`src/rtl/ysyx_22040237_ifu_if.sv`:
```
// Fetch-unit bus bundle: redirect input, imem request/response channels and decode handshake.
// The master modport is the fetch unit; slave is the memory/decode/execute side.
interface ysyx_22040237_ifu_if #(
   parameter int XLEN = 64
);
   logic            pc_jump_flag_i;
   logic [XLEN-1:0] pc_jump_addr_i;
   logic            imem_req_valid_o;
   logic            imem_req_ready_i;
   logic [XLEN-1:0] imem_req_addr_o;
   logic            imem_rsp_valid_i;
   logic [31:0]     imem_rsp_data_i;
   logic            imem_rsp_err_i;
   logic            inst_valid_o;
   logic            inst_ready_i;
   logic [31:0]     inst_o;
   logic [XLEN-1:0] inst_pc_o;
   logic            inst_fault_o;

   modport master (
      input  pc_jump_flag_i, pc_jump_addr_i, imem_req_ready_i,
             imem_rsp_valid_i, imem_rsp_data_i, imem_rsp_err_i, inst_ready_i,
      output imem_req_valid_o, imem_req_addr_o, inst_valid_o, inst_o,
             inst_pc_o, inst_fault_o
   );

   modport slave (
      output pc_jump_flag_i, pc_jump_addr_i, imem_req_ready_i,
             imem_rsp_valid_i, imem_rsp_data_i, imem_rsp_err_i, inst_ready_i,
      input  imem_req_valid_o, imem_req_addr_o, inst_valid_o, inst_o,
             inst_pc_o, inst_fault_o
   );
endinterface

```
`src/rtl/ysyx_22040237_ifu.sv`:
```
// Instruction fetch unit: one outstanding imem read, result held for decode until consumed.
// All outputs are decoded from registers only.
//
//  state   | meaning
//  S_BOOT  | one idle cycle after reset
//  S_REQ   | request valid, waiting for imem to accept
//  S_WAIT  | request accepted, waiting for the response pulse
//  S_HOLD  | fetched word presented to decode
//  S_FAULT | misaligned redirect presented as a faulting nop
module ysyx_22040237_ifu #(
   parameter int              XLEN     = 64,
   parameter logic [XLEN-1:0] RESET_PC = 64'h0000_0000_8000_0000
) (
   input logic                 clk,
   input logic                 rst,
   ysyx_22040237_ifu_if.master bus
);
   typedef enum logic [2:0] {
      S_BOOT  = 3'd0,
      S_REQ   = 3'd1,
      S_WAIT  = 3'd2,
      S_HOLD  = 3'd3,
      S_FAULT = 3'd4
   } state_t;

   localparam logic [31:0] NOP = 32'h0000_0013;

   state_t          r_state;
   state_t          w_state_nxt;
   logic [XLEN-1:0] r_pc;
   logic [XLEN-1:0] r_inst_pc;
   logic [31:0]     r_inst;
   logic            r_fault;
   logic            w_presenting;
   logic            w_accept;
   logic            w_bad_target;
   logic [XLEN-1:0] w_next_pc;

   assign w_presenting = (r_state == S_HOLD) || (r_state == S_FAULT);
   assign w_accept     = w_presenting && bus.inst_ready_i;
   assign w_bad_target = bus.pc_jump_flag_i && (bus.pc_jump_addr_i[1:0] != 2'b00);
   assign w_next_pc    = bus.pc_jump_flag_i ? bus.pc_jump_addr_i : r_inst_pc + XLEN'(4);

   always_comb begin
      w_state_nxt = r_state;
      case (r_state)
         S_BOOT:  w_state_nxt = S_REQ;
         S_REQ:   if (bus.imem_req_ready_i) w_state_nxt = S_WAIT;
         S_WAIT:  if (bus.imem_rsp_valid_i) w_state_nxt = S_HOLD;
         S_HOLD,
         S_FAULT: if (w_accept) w_state_nxt = w_bad_target ? S_FAULT : S_REQ;
         default: w_state_nxt = S_BOOT;
      endcase
   end

   always_ff @(posedge clk or posedge rst) begin
      if (rst) r_state <= S_BOOT;
      else     r_state <= w_state_nxt;
   end

   // Responses outside S_WAIT are stale (e.g. from before a reset) and ignored.
   always_ff @(posedge clk or posedge rst) begin
      if (rst) begin
         r_pc      <= RESET_PC;
         r_inst_pc <= '0;
         r_inst    <= '0;
         r_fault   <= 1'b0;
      end else if (r_state == S_WAIT && bus.imem_rsp_valid_i) begin
         r_inst    <= bus.imem_rsp_data_i;
         r_fault   <= bus.imem_rsp_err_i;
         r_inst_pc <= r_pc;
      end else if (w_accept) begin
         r_pc <= w_next_pc;
         if (w_bad_target) begin
            r_inst    <= NOP;
            r_fault   <= 1'b1;
            r_inst_pc <= bus.pc_jump_addr_i;
         end
      end
   end

   assign bus.imem_req_valid_o = (r_state == S_REQ);
   assign bus.imem_req_addr_o  = r_pc;
   assign bus.inst_valid_o     = w_presenting;
   assign bus.inst_o           = r_inst;
   assign bus.inst_pc_o        = r_inst_pc;
   assign bus.inst_fault_o     = r_fault;
endmodule

```
`src/flat_wrapper.sv`:
```
// flat-port wrapper written by rule: the top's interface ports become plain ports
module ysyx_22040237_ifu_flat 
#(
   parameter int              XLEN     = 64,
   parameter logic [XLEN-1:0] RESET_PC = 64'h0000_0000_8000_0000
)
  (clk, rst, bus_pc_jump_flag_i, bus_pc_jump_addr_i, bus_imem_req_ready_i, bus_imem_rsp_valid_i, bus_imem_rsp_data_i, bus_imem_rsp_err_i, bus_inst_ready_i, bus_imem_req_valid_o, bus_imem_req_addr_o, bus_inst_valid_o, bus_inst_o, bus_inst_pc_o, bus_inst_fault_o);
  ysyx_22040237_ifu_if #(.XLEN(XLEN)) bus_i ();
  input logic clk;
  input logic rst;
  input wire logic [$bits(bus_i.pc_jump_flag_i)-1:0] bus_pc_jump_flag_i;
  input wire logic [$bits(bus_i.pc_jump_addr_i)-1:0] bus_pc_jump_addr_i;
  input wire logic [$bits(bus_i.imem_req_ready_i)-1:0] bus_imem_req_ready_i;
  input wire logic [$bits(bus_i.imem_rsp_valid_i)-1:0] bus_imem_rsp_valid_i;
  input wire logic [$bits(bus_i.imem_rsp_data_i)-1:0] bus_imem_rsp_data_i;
  input wire logic [$bits(bus_i.imem_rsp_err_i)-1:0] bus_imem_rsp_err_i;
  input wire logic [$bits(bus_i.inst_ready_i)-1:0] bus_inst_ready_i;
  output wire logic [$bits(bus_i.imem_req_valid_o)-1:0] bus_imem_req_valid_o;
  output wire logic [$bits(bus_i.imem_req_addr_o)-1:0] bus_imem_req_addr_o;
  output wire logic [$bits(bus_i.inst_valid_o)-1:0] bus_inst_valid_o;
  output wire logic [$bits(bus_i.inst_o)-1:0] bus_inst_o;
  output wire logic [$bits(bus_i.inst_pc_o)-1:0] bus_inst_pc_o;
  output wire logic [$bits(bus_i.inst_fault_o)-1:0] bus_inst_fault_o;
  assign bus_i.pc_jump_flag_i = bus_pc_jump_flag_i;
  assign bus_i.pc_jump_addr_i = bus_pc_jump_addr_i;
  assign bus_i.imem_req_ready_i = bus_imem_req_ready_i;
  assign bus_i.imem_rsp_valid_i = bus_imem_rsp_valid_i;
  assign bus_i.imem_rsp_data_i = bus_imem_rsp_data_i;
  assign bus_i.imem_rsp_err_i = bus_imem_rsp_err_i;
  assign bus_i.inst_ready_i = bus_inst_ready_i;
  assign bus_imem_req_valid_o = bus_i.imem_req_valid_o;
  assign bus_imem_req_addr_o = bus_i.imem_req_addr_o;
  assign bus_inst_valid_o = bus_i.inst_valid_o;
  assign bus_inst_o = bus_i.inst_o;
  assign bus_inst_pc_o = bus_i.inst_pc_o;
  assign bus_inst_fault_o = bus_i.inst_fault_o;
  ysyx_22040237_ifu #(.XLEN(XLEN), .RESET_PC(RESET_PC)) u_core (.clk(clk), .rst(rst), .bus(bus_i));
endmodule
```
`config.mk`:
```
export PLATFORM = sky130hd
export DESIGN_NAME = ysyx_22040237_ifu_flat
export DESIGN_NICKNAME = d
export VERILOG_FILES = /design/src/rtl/ysyx_22040237_ifu_if.sv /design/src/rtl/ysyx_22040237_ifu.sv /design/src/flat_wrapper.sv
export SDC_FILE = /design/constraint.sdc
export NUM_CORES = 1
export LEC_CHECK = 0
export ABC_AREA = 1
export CORE_MARGIN = 1
export CORE_UTILIZATION = 40
export CTS_BUF_LIST = sky130_fd_sc_hd__clkbuf_4
export DETAILED_ROUTE_END_ITERATION = 10
export HOLD_SLACK_MARGIN = 0.03
export PLACE_DENSITY = 0.79
export SYNTH_ARGS = -nofsm -noshare
export SYNTH_HDL_FRONTEND = slang
export SYNTH_SLANG_ARGS = --single-unit
```
`constraint.sdc`:
```
create_clock -name clk -period 5.9 [get_ports clk]
set_input_delay 1.475 -clock clk [delete_from_list [all_inputs] [get_ports clk]]
set_output_delay 1.475 -clock clk [all_outputs]
set_load 0.03 [all_outputs]
```
After elaboration in Yosys (flattened, before gate mapping)
Cells that the tools add are included.

Equality and inequality tests: 7. Mux-type cells: 15. Bitwise logic cells: 1. Add/subtract/negate cells: 1. Reductions and logical operators: 12.

Operators with widths (count): 64-bit two-way mux (4); 32-bit two-way mux (3); 64-bit by 3-bit adder with 64-bit output, second input constant (1); 3-bit two-way mux (4); 3-bit case mux with 4 select lines (1); 3-bit by 2-bit == test with 1-bit output, second input constant (2); 2-bit nonzero test (3); 2-bit != test, second input constant (2); 2-bit AND reduction (2); 3-bit by 1-bit == test with 1-bit output, second input constant (1); 3-bit == test, second input constant (1); 1-bit logical AND (3); 3-bit zero test (1); 1-bit two-way mux (3); 3-bit AND reduction (1); 2-bit by 1-bit != test with 1-bit output, second input constant (1); 2-bit OR reduction (1); 1-bit logical OR (1); 1-bit NOT (1).

Flip-flop bits (word level): 164. Input port bits: 103. Word-level logic and storage cells: 41. Output and inout port bits: 163.

Logic depth before layout (Yosys ltp)
Gate-level depths: netlist of run 1.

Word-level depth: 5. Gate-level depth with buffers: 12. Depth with buffers taken out: 11.

Least setup slack after synthesis of run 1
Ideal clock, no wire load.

Path kind: register to output. Start point: register u_core.r_state[1]. End point: output bus_imem_req_valid_o. Stages on the path, launching flop included: 2. Arrival time: 1166 ps. Path slack: 3259 ps. Data required time: 4425 ps. Buffers on the path: 0. Path through: dfrtp_1 nor3_1.

Longest elaborated chain between the ends: 1.

Ends and longest elaborated chain: start: declaration (RTL line ysyx_22040237_ifu.sv:28) `state_t r_state;`; start signal: assignment (RTL line ysyx_22040237_ifu.sv:58) `else r_state <= w_state_nxt;`; 3-bit by 1-bit == test with 1-bit output (RTL line ysyx_22040237_ifu.sv:82) `assign bus.imem_req_valid_o = (r_state == S_REQ);`; end: declaration (RTL line flat_wrapper.sv:18) `output wire logic [$bits(bus_i.imem_req_valid_o)-1:0] bus_imem_req_valid_o;`.

No other way between the ends.

Worst setup path after layout of run 1
Start point: register u_core.r_state[1]. End point: output bus_inst_valid_o.

Longest elaborated chain between the ends: 2. Elaborated cells between the ends (all ways): 3. Those cells by class: eq/ne: 2; reduce/logical: 1.

Ends and longest elaborated chain: 3-bit by 2-bit == test with 1-bit output or 3-bit == test (tied branches) (RTL line ysyx_22040237_ifu.sv:39) `assign w_presenting = (r_state == S_HOLD) || (r_state == S_FAULT);`; 1-bit logical OR (*) (RTL line ysyx_22040237_ifu.sv:39); end: declaration (RTL line flat_wrapper.sv:20) `output wire logic [$bits(bus_i.inst_valid_o)-1:0] bus_inst_valid_o;`.

Every way passes the cells marked *; elsewhere a longest branch is shown, timed or not.

==> impl_metrics.yaml, run 1 <==
synth:
  ys_types: 35
  syn_nets: 1494
  ys_ff_latch: 164
  synth_compound_area_frac: 0.1604
  syn_area_um2: 9585
  synth_xor_area_frac: 0.01736
  synth_ff_type: "dfrtp_1"
  async_flop_share: 1.000
  synth_edf_count: 0
  ys_seq_area_frac: 0.4283
  syn_inst: 1390
  ys_warn_count: 0
  avgSynthCellArea_um2: 6.896
  synthAdderAreaFrac: 0.001305
  synthSimpleGateAreaFrac: 0.2839
  synthMuxAreaShare: 0
  synth_top_family_by_area: "simple AND/OR/NAND/NOR gates"
global_routing:
  grt_pass1_vias: 9522
  grt_start_max_net_pins: 114
  grt-ovfl-total: 0
  grt_use_total: 0.2727
  antenna_found_initial: 1
  grt_pass1_wl_um: 51090
clock_network:
  holdBufCountCts: 0
  clock-sinks: 164
  clock_latency_ps: 600
  cts.clk_slew.worst_paths_ps: 170
  htreeDepth: 4
  cts_setup_buffers: 0
  cts_buffer_depth: 2
  tritoncts: "built"
  cts_resized: 0
  cts_made_buffers: 17
  cts_root_buffer: "clkbuf_4"
worst_setup_path:
  worstSetupPathType: "reg2out"
  cp.arrival_ps: 2190
  crit_required_ps: 4430
  end_kind: "primary output"
  path_max_fanout: 6
  startpoint_type: "flop"
detailed_routing:
  drc: 0
  ant_nets: 0
  viasPerCell: 5.111
  vias: 9981
  drt_iter0_drc: 675
  firstDrtPassIters: 7
  routed_wl_um: 32640
  post_drt_wl_per_cell_um: 16.71
worst_hold_path:
  hp-class: "reg2reg"
floorplanning:
  dieArea_um2: 24590
  coreArea_um2: 23470
  ios: 266
  initial_core_util: 0.4084
  rows: 56
  die_w_um: 156.8
  dieHeight_um: 156.8
sta:
  setup-tns-final_ps: 0
  fmax_mhz: 272.6
  fin_skew_ps: 27.39
  fin_crit_sh: 0.6217
  tightest_slew_ps: 1124
  drv_slew: 0
  layout_setup_ws_ps: 2232
  period_needed_ps: 3668
  setup_violations: 0
  slew_headroom: 0.2492
  hold_viol: 0
  grt_setup_unrepaired: "false"
place:
  place_area_um2: 12360
  place_ws_ps: 1722
  gp_congestion: 0.9709
  port_buffers: 265
  dpl.hpwl_um: 24360
pwr:
  leakagePower_uw: 0.005967
  vdd_ir_drop_max_v: 0.0002872
  power.density_nw_per_um2: 543.1
finish:
  utilization: 0.5395
  drive_above_1_share: 0.03186
  final_cell_area_um2: 12660
  fin_nets: 1724
  syn2layout_area_growth_pct: 32.11
flow_run:
  drv_cap: 0
status:
  run_status: "completed"
[cells by family (layout without fill, tap and decap cells)]
logic type / after synthesis / count (layout)
AOI/OAI and AO/OA: 279 / 279
xor gates and xnor gates: 19 / 19
adders and majority gates: 1 / 1
buffers and inverters: 248 / 490
DFF: 164 / 164
other: 0 / 2
and+or+nand+nor: 679 / 679
[metal layers]
metal / global-route usage / share of wire / up-vias
met1: 0.3516 / 0.42 / 4654
met4: 0.09244 / 0.025 / 0
met3: 0.07228 / 0.089 / 54
li1: - / - / 4856
met5: 0 / 0 / -
met2: 0.4408 / 0.46 / 417
[worst max-delay path: stages, from the launching register on]
cell and delay (ps):
dfrtp_1 490, inv_1 100, nand2_1 70, nand2_1 70, nand2_2 100, inv_1 90, clkdlybuf4s50_1 660
[power by group]
part           leakage, µW  total (µW)  switching (µW)  internal (µW)
clock network     0.000155         735             472            263
logic              0.00379        3890            2430           1460
registers          0.00202        2260             596           1660
total              0.00597        6880            3500           3380
[state kept, by name (all words and copies together) (netlist names)]
register,cells
u_core.bus.inst_pc_o,64
u_core.bus.inst_o,32
u_core.bus.inst_fault_o,1
u_core.bus.imem_req_addr_o,64
u_core.r_state,3
[path summary, 6_finish.rpt]
path,start,slack [ps],depth (start not counted),end
max,u_core.r_state[1],2230,6,bus_inst_valid_o
min,u_core.bus.imem_req_addr_o[31],500,2,u_core.bus.imem_req_addr_o[31]
max reg2reg,u_core.r_state[2],2990,5,u_core.bus.inst_pc_o[28]
min reg2reg,u_core.bus.imem_req_addr_o[31],500,2,u_core.bus.imem_req_addr_o[31]
max in group asynchronous,rst,3260,3,u_core.bus.inst_pc_o[17]
min in group asynchronous,rst,1460,2,u_core.bus.inst_o[22]
[through the flow]
step | instances | total power (µW) | hold slack (ps)
2_1_floorplan | 1390 | 4564 | 526.4
3_3_place_gp | 1920 | 6074 | 463.5
3_5_place_dp | 1920 | 6154 | 477.2
4_1_cts | 1951 | 6898 | 499.4
5_1_grt | 1953 | 7346 | 538.0
6_report | 1953 | 6878 | 496.5
[Yosys cell counts, types with 2 or more instances]
| cell type | instances | area (µm²) |
|---|---|---|
| o22ai_1 | 8 | 50.05 |
| xor2_1 | 15 | 131.4 |
| o22a_1 | 4 | 35.03 |
| o21ai_1 | 9 | 45.04 |
| inv_1 | 185 | 694.4 |
| o21ai_0 | 152 | 760.7 |
| dfrtp_1 | 163 | 4079 |
| a21boi_0 | 2 | 15.01 |
| nand2_1 | 466 | 1749 |
| buf_6 | 11 | 123.9 |
| nand4_1 | 8 | 50.05 |
| xnor2_1 | 4 | 35.03 |
| buf_2 | 17 | 85.08 |
| nand3_1 | 63 | 315.3 |
| clkbuf_1 | 26 | 97.59 |
| buf_1 | 4 | 15.01 |
| nor2_1 | 131 | 491.7 |
| nand2_4 | 2 | 22.52 |
| nor2_4 | 4 | 45.04 |
| a22oi_1 | 3 | 22.52 |
| a21oi_1 | 59 | 295.3 |
| inv_2 | 2 | 7.510 |
| o211ai_1 | 40 | 300.3 |
[placed cells by master (no fill, tap or decap), types with 8 or more instances in the layout]
master	synthesis	final
inv_1	185	184
nand3_1	63	63
nand4_1	8	8
o22ai_1	8	8
clkdlybuf4s50_1	0	264
nand2_1	466	466
o21ai_1	9	9
o211ai_1	40	40
xor2_1	15	15
o21ai_0	152	152
clkbuf_4	1	17
dfrtp_1	163	163
nor2_1	131	131
a21oi_1	59	59
[area by class of cell]
| type | instances | area (µm²) |
|---|---|---|
| Tap cell | 319 | 399.1 |
| Fill cell | 2287 | 10810 |
| Clock buffer | 17 | 127.6 |
| Inverter | 188 | 709.4 |
| Multi-Input combinational cell | 978 | 4446 |
| Timing Repair Buffer | 271 | 2705 |
| Clock inverter | 14 | 166.4 |
| Antenna cell | 2 | 5.005 |
| Sequential cell | 164 | 4105 |
(Power assumes the default switching activity.)
==> run 2, diff against run 1 <==
- clock period: 5.9 -> 3.33 ns (I/O delays scaled with it)
==> impl_metrics.yaml, run 2 (synthesis gave the netlist of run 1 again) <==
sta:
  period_needed_ps: 3030
  tightest_slew_ps: 964.8
  holdWs_ps: 490.7
  slew_headroom: 0.3559
  drv_slew: 0
  fin_skew_ps: 31.68
  fin_crit_sh: 0.9100
  grt_setup_unrepaired: "false"
  hold_viol: 0
  setup-tns-final_ps: 0
  setup_violations: 0
  fmax_mhz: 330.0
place:
  gp_congestion: 1.002
  dp_cells: 1925
  dpl.hpwl_um: 24150
  place_area_um2: 12440
  port_buffers: 265
global_routing:
  grt_start_max_net_pins: 161
  grt_pass1_vias: 9419
  grt_use_total: 0.2693
  grt-ovfl-total: 0
  antenna_found_initial: 1
  grt_pass1_wl_um: 50630
clock_network:
  cts_made_buffers: 17
  tritoncts: "built"
  cts_resized: 0
  cts_buffer_depth: 2
  cts_setup_buffers: 0
  cts.clk_slew.worst_paths_ps: 160
  htreeDepth: 4
  holdBufCountCts: 0
  cts_root_buffer: "clkbuf_4"
  clock_latency_ps: 590
  clock-sinks: 164
detailed_routing:
  ant_nets: 0
  drc: 0
  routed_wl_um: 32500
  drt_iter0_drc: 740
  vias: 9966
  firstDrtPassIters: 5
  viasPerCell: 5.090
  post_drt_wl_per_cell_um: 16.60
worst_setup_path:
  slowest_delay_ps: 660
  path_max_fanout: 6
  end_kind: "primary output"
  crit_required_ps: 2500
  cp_cell_sequence: "inv_1, nand2_1, nand2_1, nand2_2, inv_1, clkdlybuf4s50_1"
  cp_top_family: "buffers and inverters"
  cp.arrival_ps: 2200
  worstSetupPathType: "reg2out"
  regToRegStartpoint: "u_core.bus.inst_pc_o[2]"
  startpoint_type: "flop"
  cp-startpoint: "u_core.r_state[1]"
  cpMaxStageDelayCell: "clkdlybuf4s50_1"
  path_buf_inv: 3
finish:
  fillers: 2291
  final_cell_area_um2: 12790
  stdcell_count: 1958
  final_cell_mix: "466 x nand2_1, 264 x clkdlybuf4s50_1, 184 x inv_1, 163 x dfrtp_1, 152 x o21ai_0"
  drive_above_1_share: 0.03541
  syn2layout_area_growth_pct: 33.42
  mostFrequentLayoutCell: "nand2_1"
  multi_input_area_um2: 4446
  fin_nets: 1729
  regArea_um2: 4105
floorplanning:
  ios: 266
  rows: 56
  initial_core_util: 0.4084
  dieHeight_um: 156.8
  dieArea_um2: 24590
  die_w_um: 156.8
  coreArea_um2: 23470
pwr:
  leakagePower_uw: 0.006032
  vdd_ir_drop_max_v: 0.0005511
  power.density_nw_per_um2: 967.4
  power_uw: 12370
flow_run:
  drv_cap: 0
worst_hold_path:
  min_from: "u_core.bus.imem_req_addr_o[31]"
  hp-class: "reg2reg"
status:
  run_status: "completed"
-- run 2: cell count changes in the layout (fill, tap and decap cells not counted), sizes merged --
| cell | change |
|---|---|
| clkbuf | +1 |
| diode | -1 |
| bufinv | +2 |
| clkinv | -1 |
| clkinvlp | -1 |
| buf | +5 |
-- run 2: area by class of cell --
type	count	share of cell area
repair buffers	276	0.2174
inverters	188	0.05547
diodes	1	0.0001957
well taps	319	0.03121
multi-input cells	978	0.3476
clock inverters	14	0.01653
flip-flops and latches	164	0.3210
clock buffers	18	0.01057
-- run 2: path summary, 6_finish.rpt --
kind	endpoint	slack (ps)	cells past startpoint
max reg2reg	u_core.bus.imem_req_addr_o[54]	1040	10
max	bus_inst_valid_o	300	6
min reg2reg	u_core.bus.imem_req_addr_o[31]	490	2
min	u_core.bus.imem_req_addr_o[31]	490	2
max in group asynchronous	u_core.bus.imem_req_addr_o[31]	1960	3
min in group asynchronous	u_core.bus.imem_req_addr_o[32]	600	2
-- run 2: routing by layer --
metal  part of all wire  GRT usage
met1               0.43     0.3500
met2               0.46     0.4330
met3              0.077    0.06148
met4              0.029     0.1060
met5                  0          0
-- run 2: power breakdown --
group	internal (µW)	total, µW	switching [µW]	leakage [µW]
Clock	630	1460	827	0.000182
Sequential	2940	3980	1040	0.00202
Combinational	2620	6930	4320	0.00383
Total	6190	12400	6190	0.00603
-- run 2: stage by stage --
stage	utilization	setup slack (ps)
after CTS	0.5447	250.6
after floorplan	-	413.5
final	0.5448	299.9
after global placement	0.5300	714.1
after global routing	0.5448	161.5
after detailed placement	0.5300	633.4
-- run 2: tightest hold or removal path, cell delays in order, from the launching register on --
cell	delay (ps)
dfstp_2	410
nand2_1	60
nand2_1	50
==> run 3, diff against run 2 <==
- CAP_MARGIN: default -> 20
==> results of run 3 <==
The final DEF is identical to that of run 2; final timing and power are the same.
